### src/rtl/delay_pulse_gen.sv
// Known-delay stimulus source: per shot, a PW-wide high pulse on t_start, then a
// PW-wide low pulse on t_end whose falling edge lands D edges after t_start rises.
module delay_pulse_gen #(
    parameter int W   = 16,
    parameter int PW  = 4,    // 1..255
    parameter int GAP = 16    // 1..65535
) (
    input  logic         clk,
    input  logic         rst_n,
    input  logic         go,
    input  logic         abort,
    input  logic [W-1:0] delay,
    input  logic [7:0]   count,
    output logic         t_start,
    output logic         t_end,
    output logic         busy,
    output logic         done,
    output logic [7:0]   shot_idx,
    output logic [1:0]   dbg_state
);

    typedef enum logic [1:0] {
        S_IDLE = 2'd0,
        S_SHOT = 2'd1,
        S_GAPW = 2'd2
    } state_t;

    // One extra bit on the shot counter so D+PW-1 never wraps.
    localparam int CW = W + 1;
    localparam int GW = 16;
    localparam logic [CW-1:0] PW_C     = CW'(PW);
    localparam logic [GW-1:0] GAP_LAST = GW'(GAP - 1);

    state_t        state_q, state_d;
    logic [CW-1:0] c_q, c_d;
    logic [GW-1:0] g_q, g_d;
    logic [W-1:0]  d_q, d_d;
    logic [7:0]    n_q, n_d;
    logic [7:0]    idx_q, idx_d;
    logic          t_start_q, t_start_d;
    logic          t_end_q, t_end_d;
    logic          busy_q, busy_d;
    logic          done_q, done_d;

    logic [CW-1:0] d_ext;
    logic [CW-1:0] c_last;
    logic          start_win;
    logic          end_win;
    logic          shot_last;
    logic          gap_last;
    logic          final_shot;

    assign d_ext      = {1'b0, d_q};
    assign c_last     = d_ext + PW_C - CW'(1);
    assign start_win  = (c_q < PW_C);
    assign end_win    = (c_q >= d_ext) && (c_q <= c_last);
    assign shot_last  = (c_q == c_last);
    assign gap_last   = (g_q == '0);
    assign final_shot = (idx_q == (n_q - 8'd1));

    always_ff @(posedge clk or negedge rst_n) begin
        if (!rst_n) begin
            state_q   <= S_IDLE;
            c_q       <= '0;
            g_q       <= '0;
            d_q       <= '0;
            n_q       <= '0;
            idx_q     <= '0;
            t_start_q <= 1'b0;
            t_end_q   <= 1'b1;
            busy_q    <= 1'b0;
            done_q    <= 1'b0;
        end else begin
            state_q   <= state_d;
            c_q       <= c_d;
            g_q       <= g_d;
            d_q       <= d_d;
            n_q       <= n_d;
            idx_q     <= idx_d;
            t_start_q <= t_start_d;
            t_end_q   <= t_end_d;
            busy_q    <= busy_d;
            done_q    <= done_d;
        end
    end

    always_comb begin
        state_d = state_q;
        if (abort) begin
            state_d = S_IDLE;
        end else begin
            case (state_q)
                S_IDLE: if (go) state_d = S_SHOT;
                S_SHOT: if (shot_last) state_d = S_GAPW;
                S_GAPW: begin
                    if (gap_last) state_d = final_shot ? S_IDLE : S_SHOT;
                end
                default: state_d = S_IDLE;
            endcase
        end
    end

    // Outputs are registered: each value computed here appears after the edge
    // that evaluates counter value c_q, so t_start rises on the c=0 edge.
    always_comb begin
        c_d       = c_q;
        g_d       = g_q;
        d_d       = d_q;
        n_d       = n_q;
        idx_d     = idx_q;
        t_start_d = 1'b0;
        t_end_d   = 1'b1;
        busy_d    = busy_q;
        done_d    = 1'b0;
        if (abort) begin
            busy_d = 1'b0;
            c_d    = '0;
            g_d    = '0;
        end else begin
            case (state_q)
                S_IDLE: begin
                    if (go) begin
                        d_d    = (delay == '0) ? W'(1) : delay;
                        n_d    = (count == 8'd0) ? 8'd1 : count;
                        idx_d  = 8'd0;
                        c_d    = '0;
                        busy_d = 1'b1;
                    end
                end
                S_SHOT: begin
                    t_start_d = start_win;
                    t_end_d   = ~end_win;
                    if (shot_last) begin
                        c_d = '0;
                        g_d = GAP_LAST;
                    end else begin
                        c_d = c_q + CW'(1);
                    end
                end
                S_GAPW: begin
                    if (gap_last) begin
                        if (final_shot) begin
                            busy_d = 1'b0;
                            done_d = 1'b1;
                        end else begin
                            idx_d = idx_q + 8'd1;
                            c_d   = '0;
                        end
                    end else begin
                        g_d = g_q - GW'(1);
                    end
                end
                default: begin
                    busy_d = 1'b0;
                end
            endcase
        end
    end

    assign t_start   = t_start_q;
    assign t_end     = t_end_q;
    assign busy      = busy_q;
    assign done      = done_q;
    assign shot_idx  = idx_q;
    assign dbg_state = state_q;

endmodule

### config.mk
export PLATFORM = sky130hd
export DESIGN_NAME = delay_pulse_gen
export DESIGN_NICKNAME = d
export VERILOG_FILES = /design/src/rtl/delay_pulse_gen.sv
export SDC_FILE = /design/constraint.sdc
export NUM_CORES = 1
export LEC_CHECK = 0
export BUFFER_PORTS_ARGS = -buffer_cell sky130_fd_sc_hd__buf_2
export CORE_MARGIN = 2
export CORE_UTILIZATION = 50
export CTS_CLUSTER_DIAMETER = 200
export DETAILED_ROUTE_END_ITERATION = 6
export GPL_ROUTABILITY_DRIVEN = 0
export PLACE_DENSITY_LB_ADDON = 0.15
export SLEW_MARGIN = 20
export SYNTH_ARGS = -nofsm -noshare
export SYNTH_HDL_FRONTEND = slang
export SYNTH_SLANG_ARGS = --single-unit
### constraint.sdc
create_clock -name clk -period 3.05 [get_ports clk]
set_input_delay 0.1525 -clock clk [delete_from_list [all_inputs] [get_ports clk]]
set_output_delay 0.1525 -clock clk [all_outputs]
set_load 0.01 [all_outputs]
Word-level counts from Yosys, hierarchy flattened
Cells that the tools add are included.
{"block": "totals", "reg_bits": 71, "latchBits": 0, "ram_bits": 0, "mem_bits_ro": 0, "input_bits": 28, "out_inout_bits": 14, "elab_cells": 84, "memories": 0}
{"block": "op_classes", "n_addsub": 6, "n_mul": 0, "div": 0, "magnitude_cmp": 3, "n_eq_ne": 14, "shifts": 0, "n_mux": 35, "n_bitwise": 2, "n_reduce_logical": 14}
{"operator": "$mux W17", "count": 5}
{"operator": "$mux W16", "count": 4}
{"operator": "$pmux W17 S3", "count": 1}
{"operator": "$logic_not A16 Y1", "count": 2}
{"operator": "$mux W8", "count": 4}
{"operator": "$pmux W16 S2", "count": 1}
{"operator": "$ne A3 B3 Y1 const B", "count": 6}
{"operator": "$add A16 B3 Y17 const B", "count": 1}
{"operator": "$add A17 B1 Y17 const B", "count": 1}
{"operator": "$eq A17 B17 Y1", "count": 1}
{"operator": "$ge A17 B16 Y1", "count": 1}
{"operator": "$le A17 B17 Y1", "count": 1}
{"operator": "$lt A17 B3 Y1 const B", "count": 1}
{"operator": "$sub A17 B1 Y17 const B", "count": 1}
{"operator": "$pmux W8 S2", "count": 1}
{"operator": "$sub A16 B1 Y16 const B", "count": 1}
{"operator": "$mux W1", "count": 13}
{"operator": "$reduce_and A3 Y1", "count": 3}
{"operator": "$add A8 B1 Y8 const B", "count": 1}
{"operator": "$eq A8 B8 Y1", "count": 1}
{"operator": "$logic_not A8 Y1", "count": 1}
{"operator": "$mux W2", "count": 4}
{"operator": "$ne A2 B2 Y1 const B", "count": 4}
{"operator": "$reduce_and A4 Y1", "count": 2}
{"operator": "12 further kinds", "count": 13}

Depth between registers and ports, before layout
Gate-level depths: netlist of run 1.
{"block": "depth", "depth_word": 7, "mapped_depth": 16, "depth_no_buf": 16}

Worst setup path after synthesis of run 1
Ideal clock, no wire load.
{"block": "synth_timing", "path_type": "register to register", "from": "reg d_q[2]", "to": "reg c_q[4]", "setup_ns": 0.133, "arrival_time_ns": 3.258, "t_required_ns": 2.917, "slack_ns": -0.341, "stages_incl_launch_ff": 14, "path_buffers": 1, "synth_period_minus_slack_ns": 3.391, "path_cell_list": "dfrtp_1 -> o21ai_0 -> or3_1 -> nor3_1 -> nand3_1 -> xnor2_1 -> ha_1 -> nand4_1 -> or4_1 -> o21ai_1 -> clkbuf_1 -> nor2_1 -> o31ai_1 -> o31ai_1"}
{"block": "synth_via", "elab_chain_len": 6}
{"item": "start, declared", "line": "37", "source": "logic [W-1:0] d_q, d_d;"}
{"item": "start signal, assigned", "line": "66", "source": "d_q <= '0;"}
{"item": "start signal, assigned", "line": "77", "source": "d_q <= d_d;"}
{"item": "$add A16 B3 Y17", "line": "54", "source": "assign c_last = d_ext + PW_C - CW'(1);"}
{"item": "$sub A17 B1 Y17", "line": "54"}
{"item": "$eq A17 B17 Y1", "line": "57", "source": "assign shot_last = (c_q == c_last);"}
{"item": "$mux W17", "line": "133", "source": "if (shot_last) begin"}
{"item": "$pmux W17 S3", "line": "120", "source": "case (state_q)"}
{"item": "$mux W17", "line": "115", "source": "if (abort) begin"}
{"item": "end signal, assigned", "line": "64", "source": "c_q <= '0;"}
{"item": "end signal, assigned", "line": "75", "source": "c_q <= c_d;"}
{"item": "end, declared", "line": "35", "source": "logic [CW-1:0] c_q, c_d;"}
Every way passes these cells.
A chain may end at the register's enable or synchronous reset.

Final worst setup path of run 1
{"block": "layout_timing", "from": "reg d_q[0]", "to": "reg g_q[8]"}
{"block": "layout_via", "elab_chain_len": 5}
{"item": "$add A16 B3 Y17", "line": "54"}
{"item": "$sub A17 B1 Y17", "line": "54"}
{"item": "$eq A17 B17 Y1", "line": "57"}
{"item": "$ne A3 B3 Y1 (no source line)"}
{"item": "$reduce_and A3 Y1 (no source line)"}
{"item": "end signal, assigned", "line": "76", "source": "g_q <= g_d;"}
{"item": "end, declared", "line": "36", "source": "logic [GW-1:0] g_q, g_d;"}
Every way passes these cells.

==> load_flow_metrics.sql, run 1 <==
INSERT INTO impl_metrics (metric_group, metric, value, unit) VALUES
('sta', 'whs', '4.52', 'ps'),
('layout', 'antennaDiodeCount', '0', ''),
('synth', 'ys_async_sr_fraction', '100', '%'),
('synth', 'avgSynthCellArea', '8.60', 'um^2'),
('place', 'count_of_buffers_from_port_buffering', '41', ''),
('pwr', 'p_leak', '2.81', 'nW'),
('clocking', 'cts_tree', 'built', ''),
('sta', 'period_minus_slack', '3170', 'ps'),
('synth', 'synth-seq-cells', '71', ''),
('sta', 'final-hold-violation-count', '0', ''),
('global_route', 'track_usage', '25.3', '%'),
('pwr', 'post-layout-total-power', '0.00442', 'W'),
('critical_path', 'critical_path_arrival', '3400', 'ps'),
('synth', 'yosys.cell_count.top_type', 'sky130_fd_sc_hd__nand2_1', ''),
('floorplanning', 'num_rows', '35', ''),
('drt', 'postRouteAntennaNets', '0', ''),
('synth', 'synth.net_count', '612', ''),
('synth', 'synth.yosys.seq_area_share', '37.9', '%'),
('layout', 'multi_input_comb_area', '0.00284', 'mm^2'),
('floorplanning', 'core-area', '0.00915', 'mm^2'),
('synth', 'synth.yosys.warnings', '0', ''),
('place', 'detailed_place_hpwl', '8910', 'um'),
('drt', 'num_vias', '4438', ''),
('critical_path', 'critical_path_required', '3280', 'ps'),
('synth', 'yosysUniqueCellTypes', '57', ''),
('synth', 'postSynth.topFlopCell', 'sky130_fd_sc_hd__dfrtp_1', ''),
('critical_path', 'timing.reg2reg.worst_path_depth', '17', ''),
('run', 'max_cap_viols', '0', ''),
('place', 'dpl.cell_count', '726', ''),
('run_status', 'status', 'finished with violations', ''),
('clocking', 'clk_pin_slew_worst_paths', '80', 'ps'),
('synth', 'netlist.area_leader.share', '37.3', '%'),
('pwr', 'power.ir.vdd_worst', '0.411', 'mV'),
('floorplanning', 'die_width', '101', 'um'),
('global_route', 'gr-total-overflow', '0', ''),
('floorplanning', 'floorplan.die_area', '0.0102', 'mm^2'),
('sta', 'finalWorstSetupSlack', '-125', 'ps'),
('clocking', 'cts_buffer_depth', '2', ''),
('drt', 'wire_per_inst', '16.2', 'um'),
('critical_path', 'timing.critical_path.to_type', 'flip-flop', ''),
('drt', 'iteration_0_drc_count_of_the_detailed_router', '226', ''),
('synth', 'synth_edf_count', '0', ''),
('sta', 'grt_setup_unrepaired', 'true', ''),
('global_route', 'antenna_violations_before_repair', '0', ''),
('layout', 'ff_latch_area', '0.00178', 'mm^2'),
('critical_path', 'crit_start_category', 'flip-flop', ''),
('drt', 'avgViaCountPerCell', '5.88', ''),
('sta', 'fin_skew', '10.1', 'ps'),
('sta', 'max_freq', '315', 'MHz'),
('worst_hold_path', 'hp-class', 'input port to flip-flop', ''),
('sta', 'slew_headroom', '58.6', '%'),
('synth', 'synth_top_cells_by_count', 'sky130_fd_sc_hd__nand2_1 (71), sky130_fd_sc_hd__dfrtp_1 (70), sky130_fd_sc_hd__o21ai_0 (55)', ''),
('clocking', 'tritoncts.num_buffers', '9', ''),
('synth', 'netlist_instances', '546', ''),
('pwr', 'power_density', '770', 'mW/mm^2'),
('floorplanning', 'initial_core_util', '51.3', '%'),
('drt', 'post-route-drc-count', '0', ''),
('sta', 'setup_violations', '20', ''),
('synth', 'synth_largest_area_cell', 'sky130_fd_sc_hd__dfrtp_1', ''),
('layout', 'layout-drive-gt1-share', '21.4', '%'),
('run_status', 'violations', 'negative setup slack', ''),
('synth', 'yosys-top-cells-area', 'sky130_fd_sc_hd__dfrtp_1 (37%), sky130_fd_sc_hd__ha_1 (10%), sky130_fd_sc_hd__o21ai_0 (5.9%)', ''),
('layout', 'nFillCells', '818', ''),
('layout', 'flow.area_growth_from_synthesis', '22.3', '%'),
('critical_path', 'worst-setup-path-type', 'flip-flop to flip-flop', ''),
('global_route', 'first_global_vias', '4246', ''),
('layout', 'finish.net_count', '705', ''),
('drt', 'drt-total-wl', '12300', 'um'),
('global_route', 'grt_first_pass_wirelength', '20400', 'um'),
('place', 'preCtsSetupSlack', '-212', 'ps'),
('worst_hold_path', 'min_path_cells', '3', '');
layer usage:
metal	GRT usage (%)	part of all wire, %
met5	0	0
met4	8.96	2.3
met3	3.12	2.9
met2	42.7	50
met1	33.4	45
cell families (layout without fill, tap and decap cells):
group / Yosys count / count (layout) / share of synthesized area, %
adder cells (fa/ha/maj): 38 / 38 / 10.1
flip-flops: 71 / 71 / 37.9
multiplexers: 2 / 2 / 0.453
AO/OA/AOI/OAI: 147 / 148 / 19.9
XOR/XNOR: 22 / 22 / 4.11
AND/OR/NAND/NOR: 221 / 221 / 23.3
buffers and inverters: 45 / 142 / 4.24
where the power goes:
part / leakage (nW) / internal [W] / switching [W]
clock: 0.0987 / 0.000384 / 0.000357
sequential: 0.940 / 0.00118 / 0.000260
combinational: 1.77 / 0.000998 / 0.00125
total: 2.81 / 0.00256 / 0.00186
worst max-delay path, stage by stage (launching register included):
cell and delay [ps]:
sky130_fd_sc_hd__dfrtp_1 390, sky130_fd_sc_hd__inv_2 70, sky130_fd_sc_hd__ha_4 170, sky130_fd_sc_hd__nor2_4 80, sky130_fd_sc_hd__nand4_1 120, sky130_fd_sc_hd__nor2_2 150
sky130_fd_sc_hd__and3_4 200, sky130_fd_sc_hd__nand2_2 50, sky130_fd_sc_hd__xnor2_1 130, sky130_fd_sc_hd__ha_1 290, sky130_fd_sc_hd__nand4_1 100, sky130_fd_sc_hd__or4_4 480
sky130_fd_sc_hd__o21ai_4 190, sky130_fd_sc_hd__buf_12 150, sky130_fd_sc_hd__buf_12 100, sky130_fd_sc_hd__o31ai_4 120, sky130_fd_sc_hd__o21ai_1 170, sky130_fd_sc_hd__o31ai_1 100
area by class of cell:
cell class	instances	area share, %
Tap cell	111	2.42
Clock inverter	2	0.218
Clock buffer	14	3.18
Inverter	28	1.83
Sequential cell	71	31.0
Multi-Input combinational cell	431	49.5
Timing Repair Buffer	98	11.8
timing repair:
item | CTS | global route
cloned | 1 | 0
gates resized for setup | 18 | 21
endpoints found under the hold margin | 27 | 0
pin swaps | 5 | 19
setup buffers | 3 | 5
endpoints found under the setup margin | 30 | 34
hold buffers | 4 | 0
flip-flops by register name, summed over array words and instances, names as in the netlist:
name and flops:
busy 1, c_q 17, d_q 16, dbg_state 2, done 1, g_q 16, n_q 8, shot_idx 8
t_end 1, t_start 1
stage by stage:
stage               cell area, um^2  setup TNS [ps]  util (%)
floorplan                      4780           -8.99         -
global placement               5340           -1290      58.3
detailed placement             5340           -3290      58.3
CTS                            5650            -461      61.7
global route                   5740           -6790      62.7
finish                         5740           -1210      62.7
cell usage in the layout (no fill, tap or decap), types with 5 or more instances in the layout:
cell type	count
sky130_fd_sc_hd__o31ai_1	19
sky130_fd_sc_hd__nand2b_1	5
sky130_fd_sc_hd__dfrtp_1	70
sky130_fd_sc_hd__a21oi_1	24
sky130_fd_sc_hd__buf_2	41
sky130_fd_sc_hd__nand4_1	15
sky130_fd_sc_hd__nor2b_1	8
sky130_fd_sc_hd__nor4_1	12
sky130_fd_sc_hd__a21o_1	11
sky130_fd_sc_hd__or3_1	6
sky130_fd_sc_hd__o21ai_1	23
sky130_fd_sc_hd__xnor2_1	20
sky130_fd_sc_hd__and3_1	11
sky130_fd_sc_hd__buf_4	49
sky130_fd_sc_hd__nand3_1	12
sky130_fd_sc_hd__or4_1	5
sky130_fd_sc_hd__nand2_1	68
sky130_fd_sc_hd__a31oi_1	6
sky130_fd_sc_hd__ha_1	37
sky130_fd_sc_hd__nor2_1	37
sky130_fd_sc_hd__nor3_1	16
sky130_fd_sc_hd__inv_1	26
sky130_fd_sc_hd__o21ai_0	32
sky130_fd_sc_hd__clkbuf_8	13
path summary, 6_finish.rpt:
| kind | slack [ps] | from | endpoint |
|---|---|---|---|
| max reg2reg | -120 | d_q[0] | g_q[8] |
| min | 5 | count[3] | n_q[3] |
| max | -120 | d_q[0] | g_q[8] |
| min reg2reg | 480 | busy | busy |
| min in group asynchronous | 350 | rst_n | c_q[1] |
| max in group asynchronous | 1900 | rst_n | d_q[12] |
Power figures use the tool's default switching activity.
==> inputs of run 2 (changes only) <==
Settings changed: CORE_ASPECT_RATIO set to 0.75.
Clock period 3.05 ns to 3.6 ns, I/O delays scaled along.
==> load_flow_metrics.sql, run 2 (synthesis gave the netlist of run 1 again) <==
INSERT INTO impl_metrics (metric_group, metric, value, unit) VALUES
('critical_path', 'timing.critical_path.to_type', 'flip-flop', ''),
('layout', 'layout-drive-gt1-share', '15.1', '%'),
('global_route', 'pin_count_of_the_biggest_net_entering_global_routing', '48', ''),
('pwr', 'power.ir.vdd_worst', '0.345', 'mV'),
('sta', 'slew_headroom', '49.7', '%'),
('critical_path', 'worst-r2r-setup-slack', '160', 'ps'),
('clocking', 'clock-sinks', '71', ''),
('sta', 'whs', '46.1', 'ps'),
('drt', 'route.met2.wl', '5030', 'um'),
('clocking', 'cts_tree', 'built', ''),
('floorplanning', 'die_width', '116', 'um'),
('drt', 'drt-met1-wl', '6000', 'um'),
('clocking', 'clkLatencyLatePin', '330', 'ps'),
('drt', 'top_layer_used', 'met4', ''),
('layout', 'most-common-layout-cells', 'sky130_fd_sc_hd__nand2_1 (71), sky130_fd_sc_hd__dfrtp_1 (70), sky130_fd_sc_hd__o21ai_0 (53)', ''),
('layout', 'layout_commonest_cell', 'sky130_fd_sc_hd__nand2_1', ''),
('run_status', 'status', 'complete, no violations', ''),
('layout', 'reg.largest.list', 'c_q (17), d_q (16), g_q (16)', ''),
('layout', 'flow.area_growth_from_synthesis', '17.3', '%'),
('drt', 'drt-pass1-iter-count', '5', ''),
('clocking', 'cts-root-buf', 'sky130_fd_sc_hd__clkbuf_16', ''),
('clocking', 'cts_buffer_depth', '2', ''),
('place', 'dpl.cell_count', '709', ''),
('run', 'max_cap_viols', '0', ''),
('layout', 'max_flop_register', 'c_q', ''),
('critical_path', 'critical_path_required', '3800', 'ps'),
('critical_path', 'crit_slowest_cell', 'sky130_fd_sc_hd__or4_4', ''),
('critical_path', 'cp_cell_sequence', 'inv_2 -> ha_2 -> nor2_2 -> nand4_1 -> nor2_2 -> and3_4 -> nand2_1 -> xnor2_1 -> ha_1 -> nand4_1 -> or4_4 -> o21ai_2 -> buf_6 -> buf_12 -> a21oi_1 -> o31ai_1 -> o41ai_1', ''),
('drt', 'detailroute.wirelength.met3', '643', 'um'),
('critical_path', 'slowest_delay', '530', 'ps'),
('global_route', 'antenna_violations_before_repair', '0', ''),
('layout', 'largest_reg_flops', '17', ''),
('sta', 'period_minus_slack', '3440', 'ps'),
('place', 'detailed_place_hpwl', '8480', 'um'),
('sta', 'timing.final.crit_share', '95.7', '%'),
('clocking', 'clk_pin_slew_worst_paths', '50', 'ps'),
('global_route', 'grt_first_pass_wirelength', '19400', 'um'),
('floorplanning', 'initial_core_util', '51.7', '%'),
('global_route', 'gr-total-overflow', '0', ''),
('drt', 'postRouteAntennaNets', '0', ''),
('critical_path', 'worst-setup-path-type', 'flip-flop to flip-flop', ''),
('drt', 'post-route-drc-count', '0', ''),
('drt', 'drt-total-wl', '11800', 'um'),
('clocking', 'cts.htree.levels', '3', ''),
('worst_hold_path', 'hp-class', 'input port to flip-flop', ''),
('place', 'count_of_buffers_from_port_buffering', '41', ''),
('sta', 'max_freq', '290', 'MHz'),
('critical_path', 'critical_path.startpoint', 'd_q[0]', ''),
('drt', 'wire_per_inst', '16.2', 'um'),
('drt', 'num_vias', '4302', ''),
('floorplanning', 'floorplan.die_area', '0.0102', 'mm^2'),
('drt', 'avgViaCountPerCell', '5.89', ''),
('critical_path', 'r2r-start', 'd_q[0]', ''),
('layout', 'instances_no_fill', '731', ''),
('sta', 'final-hold-violation-count', '0', ''),
('sta', 'setup_total_negative_slack', '0', 'ps'),
('critical_path', 'crit_start_category', 'flip-flop', ''),
('sta', 'actual_transition_at_the_worst_max_transition_pin', '748', 'ps'),
('sta', 'final_max_slew_viol_count', '0', ''),
('layout', 'finish.net_count', '664', ''),
('drt', 'iteration_0_drc_count_of_the_detailed_router', '254', ''),
('global_route', 'first_global_vias', '3903', ''),
('clocking', 'tritoncts.num_buffers', '9', ''),
('layout', 'antennaDiodeCount', '0', ''),
('critical_path', 'critical_path_arrival', '3650', 'ps'),
('floorplanning', 'num_rows', '30', ''),
('floorplanning', 'core-area', '0.00908', 'mm^2'),
('global_route', 'track_usage', '24.4', '%'),
('floorplanning', 'chipHeight', '87.9', 'um'),
('pwr', 'power_density', '692', 'mW/mm^2'),
('critical_path', 'path_max_fanout', '10', ''),
('pwr', 'p_leak', '2.65', 'nW'),
('floorplanning', 'ios', '42', ''),
('sta', 'setup_violations', '0', ''),
('worst_hold_path', 'worst_hold_startpoint', 'count[6]', ''),
('sta', 'fin_skew', '4.10', 'ps');
## run 2: changes by cell type in the layout (fill, tap and decap cells not counted), moves of 3 or more
cell / delta
sky130_fd_sc_hd__buf_4: -36
sky130_fd_sc_hd__o21ai_0: +21
sky130_fd_sc_hd__o21ai_1: -21
sky130_fd_sc_hd__clkbuf_8: -11
sky130_fd_sc_hd__clkbuf_16: +10
sky130_fd_sc_hd__dlygate4sd3_1: -3
sky130_fd_sc_hd__nand2_1: +3
sky130_fd_sc_hd__nand2_2: -3
## run 2: worst max-delay path: cells and delay by family, from the launching register on
kind | cells | cell delay, ps
compound gates | 4 | 560
xor+xnor | 1 | 140
fa+ha+maj | 2 | 500
simple gates | 7 | 1360
buf+inv | 3 | 350
flops | 1 | 390
## run 2: final cells by class
cell class                      count  area [um^2]
Multi-Input combinational cell    430         2770
Timing Repair Buffer               58          369
Sequential cell                    71         1780
Clock inverter                      3         65.1
Inverter                           28          105
Fill cell                         822         3580
Tap cell                          128          160
Clock buffer                       13          260
## run 2: final timing paths
kind | endpoint | cells after the start
worst min-delay path | n_q[6] | 3
worst min register to register | busy | 1
min in group asynchronous | c_q[9] | 2
max in group asynchronous | d_q[0] | 3
worst max-delay path | c_q[13] | 17
worst max register to register | c_q[13] | 17
## run 2: where the power goes
| part | leakage, nW | internal [W] | switching, W |
|---|---|---|---|
| sequential | 0.940 | 0.000998 | 0.000236 |
| combinational | 1.55 | 0.000652 | 0.000953 |
| clock | 0.160 | 0.000643 | 0.000325 |
## run 2: repair_timing
action	in CTS	in global routing
setup endpoints to repair	16	31
hold buffers	1	0
gates cloned	0	1
resized for setup	4	11
buffers inserted	0	4
hold endpoints to repair	28	0
pin swaps	0	8
## run 2: metrics by stage
| step | total power (W) | cell area (um^2) | utilization [%] | setup WS [ps] |
|---|---|---|---|---|
| floorplan | 0.00231 | 4690 | - | 209 |
| global placement | 0.00270 | 5060 | 55.7 | -44.0 |
| detailed placement | 0.00275 | 5060 | 55.8 | -58.6 |
| CTS | 0.00375 | 5420 | 59.7 | 20.5 |
| global route | 0.00410 | 5510 | 60.6 | -32.1 |
| finish | 0.00381 | 5510 | 60.6 | 155 |
## run 2: per-layer routing
| layer | up-vias | track usage (%) |
|---|---|---|
| met5 | - | 0 |
| met4 | 0 | 5.84 |
| met3 | 13 | 5.61 |
| met2 | 108 | 35.5 |
| met1 | 2079 | 36.9 |
| li1 | 2102 | - |
